`src/rtl/seg_pkg.sv`:
```
// Shared segment constants and decode types for the 7-segment scan monitor.
// Patterns are {g,f,e,d,c,b,a}, active-low (0 = segment lit).
package seg_pkg;

  localparam logic [6:0] SEG_0     = 7'b1000000;
  localparam logic [6:0] SEG_1     = 7'b1111001;
  localparam logic [6:0] SEG_2     = 7'b0100100;
  localparam logic [6:0] SEG_3     = 7'b0110000;
  localparam logic [6:0] SEG_4     = 7'b0011001;
  localparam logic [6:0] SEG_5     = 7'b0010010;
  localparam logic [6:0] SEG_6     = 7'b0000010;
  localparam logic [6:0] SEG_7     = 7'b1111000;
  localparam logic [6:0] SEG_8     = 7'b0000000;
  localparam logic [6:0] SEG_9     = 7'b0010000;
  localparam logic [6:0] SEG_BLANK = 7'b1111111;

  typedef enum logic [1:0] {
    CLS_DIG,
    CLS_BLANK,
    CLS_ILLEGAL
  } seg_class_t;

  typedef struct packed {
    seg_class_t cls;
    logic [3:0] value;
  } seg_decoded_t;

endpackage

```
`src/rtl/seg7_decode.sv`:
```
// Combinational segment-pattern classifier: the inverse of the digit-to-segment encoder.
// Any pattern that is not a digit or all-off is reported as illegal with value 0.
module seg7_decode
  import seg_pkg::*;
(
  input  logic [6:0]   segments,
  output seg_decoded_t decoded
);

  always_comb begin
    decoded = '{cls: CLS_ILLEGAL, value: 4'd0};
    case (segments)
      SEG_0:     decoded = '{cls: CLS_DIG, value: 4'd0};
      SEG_1:     decoded = '{cls: CLS_DIG, value: 4'd1};
      SEG_2:     decoded = '{cls: CLS_DIG, value: 4'd2};
      SEG_3:     decoded = '{cls: CLS_DIG, value: 4'd3};
      SEG_4:     decoded = '{cls: CLS_DIG, value: 4'd4};
      SEG_5:     decoded = '{cls: CLS_DIG, value: 4'd5};
      SEG_6:     decoded = '{cls: CLS_DIG, value: 4'd6};
      SEG_7:     decoded = '{cls: CLS_DIG, value: 4'd7};
      SEG_8:     decoded = '{cls: CLS_DIG, value: 4'd8};
      SEG_9:     decoded = '{cls: CLS_DIG, value: 4'd9};
      SEG_BLANK: decoded = '{cls: CLS_BLANK, value: 4'd0};
      default:   decoded = '{cls: CLS_ILLEGAL, value: 4'd0};
    endcase
  end

endmodule

```
`src/rtl/seg_scan_decoder.sv`:
```
// Passive monitor for a multiplexed active-low 7-segment bus: waits for a stable dwell on
// exactly one anode, then captures the decoded digit into that anode's slot.
module seg_scan_decoder
  import seg_pkg::*;
#(
  parameter int NUM_DIGITS    = 4,
  parameter int STABLE_CYCLES = 4
) (
  input  logic                    clk,
  input  logic                    reset,
  input  logic [6:0]              segments,
  input  logic [NUM_DIGITS-1:0]   anodes,
  output logic [4*NUM_DIGITS-1:0] digits,
  output logic [NUM_DIGITS-1:0]   digit_valid,
  output logic [NUM_DIGITS-1:0]   digit_blank,
  output logic                    update,
  output logic [2:0]              update_idx,
  output logic                    pattern_err,
  output logic                    scan_err
);

  localparam int         SW         = NUM_DIGITS + 7;
  localparam logic [7:0] STABLE_LIM = 8'(STABLE_CYCLES);

  logic [SW-1:0] sample_reg;
  logic [7:0]    cnt_reg, cnt_next;
  logic          captured_reg, captured_next;
  logic [3:0]    low_count;
  logic [2:0]    low_idx;
  logic          one_low, multi_low, same, capture;
  seg_decoded_t  decoded;

  seg7_decode u_decode (
    .segments (segments),
    .decoded  (decoded)
  );

  // One-hot-cold check and index encoder over the active-low anode bus.
  always_comb begin
    low_count = 4'd0;
    low_idx   = 3'd0;
    for (int i = 0; i < NUM_DIGITS; i++) begin
      if (!anodes[i]) begin
        low_count = low_count + 4'd1;
        low_idx   = 3'(i);
      end
    end
  end

  assign one_low   = (low_count == 4'd1);
  assign multi_low = (low_count > 4'd1);
  assign same      = ({anodes, segments} == sample_reg);

  // The captured flag gates the capture so a held value fires exactly once per dwell.
  always_comb begin
    cnt_next      = 8'd0;
    captured_next = 1'b0;
    capture       = 1'b0;
    if (one_low) begin
      if (same) begin
        cnt_next      = (cnt_reg >= STABLE_LIM) ? STABLE_LIM : cnt_reg + 8'd1;
        captured_next = captured_reg;
        capture       = (cnt_next == STABLE_LIM) && !captured_reg;
      end else begin
        cnt_next = 8'd1;
      end
    end
    if (capture) captured_next = 1'b1;
  end

  always_ff @(posedge clk) begin
    if (reset) begin
      sample_reg   <= '1;
      cnt_reg      <= 8'd0;
      captured_reg <= 1'b0;
      update       <= 1'b0;
      update_idx   <= 3'd0;
      pattern_err  <= 1'b0;
      scan_err     <= 1'b0;
    end else begin
      sample_reg   <= {anodes, segments};
      cnt_reg      <= cnt_next;
      captured_reg <= captured_next;
      update       <= capture;
      update_idx   <= capture ? low_idx : 3'd0;
      pattern_err  <= capture && (decoded.cls == CLS_ILLEGAL);
      scan_err     <= multi_low;
    end
  end

  for (genvar gi = 0; gi < NUM_DIGITS; gi++) begin : g_slot
    logic [3:0] digit_reg;
    logic       valid_reg;
    logic       blank_reg;
    logic       hit;

    assign hit = capture && (low_idx == 3'(gi));

    // Blank and illegal captures keep the previous digit value but drop validity.
    always_ff @(posedge clk) begin
      if (reset) begin
        digit_reg <= 4'd0;
        valid_reg <= 1'b0;
        blank_reg <= 1'b0;
      end else if (hit) begin
        case (decoded.cls)
          CLS_DIG: begin
            digit_reg <= decoded.value;
            valid_reg <= 1'b1;
            blank_reg <= 1'b0;
          end
          CLS_BLANK: begin
            valid_reg <= 1'b0;
            blank_reg <= 1'b1;
          end
          default: begin
            valid_reg <= 1'b0;
            blank_reg <= 1'b0;
          end
        endcase
      end
    end

    assign digits[4*gi +: 4] = digit_reg;
    assign digit_valid[gi]   = valid_reg;
    assign digit_blank[gi]   = blank_reg;
  end

endmodule
```
`config.mk`:
```
export PLATFORM = sky130hd
export DESIGN_NAME = seg_scan_decoder
export DESIGN_NICKNAME = d
export VERILOG_FILES = /design/src/rtl/seg_pkg.sv /design/src/rtl/seg7_decode.sv /design/src/rtl/seg_scan_decoder.sv
export SDC_FILE = /design/constraint.sdc
export NUM_CORES = 1
export LEC_CHECK = 0
export CAP_MARGIN = 20
export CORE_MARGIN = 2
export CORE_UTILIZATION = 50
export CTS_CLUSTER_SIZE = 40
export DETAILED_ROUTE_END_ITERATION = 12
export DONT_BUFFER_PORTS = 1
export GPL_TIMING_DRIVEN = 0
export PLACE_DENSITY = 0.75
export SLEW_MARGIN = 20
export SYNTH_ARGS = -nofsm -noshare
export SYNTH_HDL_FRONTEND = slang
export SYNTH_HIERARCHICAL = 1
export SYNTH_SLANG_ARGS = --single-unit
```
`constraint.sdc`:
```
create_clock -name clk -period 7.65 [get_ports clk]
set_input_delay 2.295 -clock clk [delete_from_list [all_inputs] [get_ports clk]]
set_output_delay 2.295 -clock clk [all_outputs]
set_load 0.02 [all_outputs]
```
==> metrics.cfg <==
[clock_tree]
postCtsSetupRepairBufs = 0
cts-resized-gates = 0
cts_tree = built
root_buffer = clkbuf_8
holdBufCountCts = 0
clk_pin_slew_ps = 90
clock_sinks = 49
clk_latency_ps = 300
cts_buffer_depth = 2
cts-buffers-inserted = 5
htreeDepth = 2

[finish]
final.fill_count = 428
final_cell_count_no_fill = 346
fin_nets = 296
area_growth_pct = 9.12
antenna_cells = 0
drive_gt1_share_pct = 15.1
largest_reg_flops = 16

[min_path]
worst_hold_path_type = reg -> reg

[floorplan]
rows = 25
die_x_um = 73.9
die_area_um2 = 5460
fp.dieH_um = 73.9
start_util_pct = 51.7
ios = 43
core-area_um2 = 4720

[place]
dp_cells = 338
io_buffers = 0
gp_congestion = 0.946
hpwl_um = 3880

[logic_synthesis]
async_flop_share_pct = 0
post_synth_instance_area_um2 = 2440
yosysSeqAreaShare_pct = 40.2
synth-edff-count = 0
syn_inst = 266
syn_area_per_cell_um2 = 9.18
synth_ff_type = dfxtp_1
synth_seq_cells = 49
ys_types = 51
yosysWarnings = 6

[routing]
via_count = 1926
drt_wl_total_um = 5230
remaining_drc_errors = 0
viasPerCell = 5.57
firstDrtPassIters = 4
dr_wl_met3_um = 231
ant_nets = 0
wirelength_met1_um = 2420
wl_met2_um = 2480
highest_layer = met4
drt-initial-drc-count = 117
wl_per_cell_um = 15.1

[power_and_ir_drop]
p_switching_w = 0.000125
power_density_nw_per_um2 = 192
p_int_w = 0.000387
pwr-share-clk_pct = 37.9
combPwrFrac_pct = 10.6
leakage_nw = 0.992
peakVddDrop_mv = 0.124
power_frac_seq_pct = 51.5
p_sw_share_pct = 24.5

[worst_setup_path]
reg2reg_slack_ps = 5540
regToRegStartpoint = cnt_reg[0]
startpoint_type = input port
cp.arrival_ps = 4590
reg2reg_depth = 6
rr_endpoint = g_slot[0].digit_reg[0]
worstPathRequired_ps = 7820
cp_max_fo = 8
worstSetupPathType = in -> reg
crit_end = g_slot[2].digit_reg[0]
critPathLaunch = segments[6]
cp-end-kind = flip-flop

[timing]
fin_crit_sh_pct = 57.7
worst_pin_slew_ps = 1010
rsz0062_at_grt = no
finClkSkew_ps = 5.98
setup-tns-final_ps = 0
final-hold-violation-count = 0
clock.fmax_mhz = 227
period_minus_slack_ps = 4410
setup_viol = 0
slew_headroom_pct = 31.7
slew_violations = 0

[global_routing]
grt_overflow = 0
grt.total_usage_pct = 20.2
grt_antenna_before_repair = 0
grt_max_degree = 16
first_global_vias = 1772
grt_pass1_wl_um = 8560

[job]
drv_cap = 0

[run_status]
status = completed

[cell families after synthesis]
group,after synthesis,share of synthesized area [%]
adder cells (fa/ha/maj),5,2.56
AND/OR/NAND/NOR,110,29.0
buffers and inverters,31,6.61
AO/OA/AOI/OAI,47,12.8
other,1,0.154
flip-flops,49,40.2
XOR/XNOR,14,5.02
multiplexers,9,3.69
[area by class of cell]
type | instances | area (um2) | area share, %
plain buffers | 24 | 135 | 5.07
clock buffers | 6 | 82.6 | 3.10
clock inverters | 2 | 37.5 | 1.41
inverters | 7 | 26.3 | 0.986
multi-input cells | 191 | 1320 | 49.5
flip-flops and latches | 49 | 981 | 36.8
well taps | 67 | 83.8 | 3.15
[critical path: stages]
cell      delay (ps)
or4b_1           520
a2111o_1         440
nand2_1           80
nor3_1            80
or2_0            340
or4_1            510
o31ai_1          230
a21oi_1           90
[worst min-delay path by stage]
stage                     slack [ps]  depth (start not counted)                   to                 from
after floorplan                  450                          2  g_slot[0].blank_reg  g_slot[0].blank_reg
after CTS                        480                          2  g_slot[3].valid_reg  g_slot[3].valid_reg
final                            480                          2  g_slot[3].valid_reg  g_slot[3].valid_reg
after global routing             500                          2  g_slot[3].valid_reg  g_slot[3].valid_reg
after global placement           470                          2  g_slot[2].valid_reg  g_slot[2].valid_reg
after detailed placement         470                          2  g_slot[1].valid_reg  g_slot[1].valid_reg
[cells in the final DEF (no fill, tap or decap), drive strengths merged, types with 7 or more instances in the layout]
cell type  count
o31ai         17
nand2          9
nand4         18
xor2          10
buf           15
nand2b        11
or2           13
nor3          11
nor2          15
a21oi         18
inv            7
mux2i          9
nor4           8
dfxtp         49
clkbuf        15
[per-layer routing]
layer | GRT usage, % | vias to the layer above
met4 | 6.26 | 0
met5 | 0 | -
met2 | 32.6 | 45
met3 | 4.39 | 11
li1 | - | 984
met1 | 26.8 | 886
[synthesized netlist by cell type, types with 3 or more instances]
cell type  instances  share of area, %
xor2_1            10               3.6
mux2i_1            9               3.7
buf_2              3              0.61
nor4_1             6               1.5
dfxtp_1           49                40
buf_4             11               3.4
nand2_1            8               1.2
nand4_1           17               4.4
xnor2_1            4               1.4
nor2_1            15               2.3
nand3_1            6               1.2
nor3_1            11               2.3
nand3b_1           3              0.92
or2_2             12               3.1
nand2b_1          11               2.8
a21oi_1           18               3.7
o31ai_1           17               5.2
inv_1              7               1.1
clkbuf_1           9               1.4
ha_1               5               2.6
[power groups by stage]
stage | logic, W | clock network, W | registers (W)
after floorplan | 0.0000444 | 0 | 0.000269
after CTS | 0.0000544 | 0.000198 | 0.000264
after detailed placement | 0.0000541 | 0 | 0.000270
after global routing | 0.0000600 | 0.000209 | 0.000264
after global placement | 0.0000527 | 0 | 0.000269
final | 0.0000543 | 0.000194 | 0.000263
[per-stage QoR]
stage               area (um2)  hold slack, ps  setup WS [ps]  utilization, %  power (W)
finish                    2660             479           3240            56.4   0.000512
global route              2660             500           3050            56.4   0.000533
CTS                       2660             484           3260            56.4   0.000516
detailed placement        2540             469           2940            53.9   0.000324
global placement          2540             470           2960            53.9   0.000322
floorplan                 2460             453           3140               -   0.000313
(Power assumes the default switching activity.)
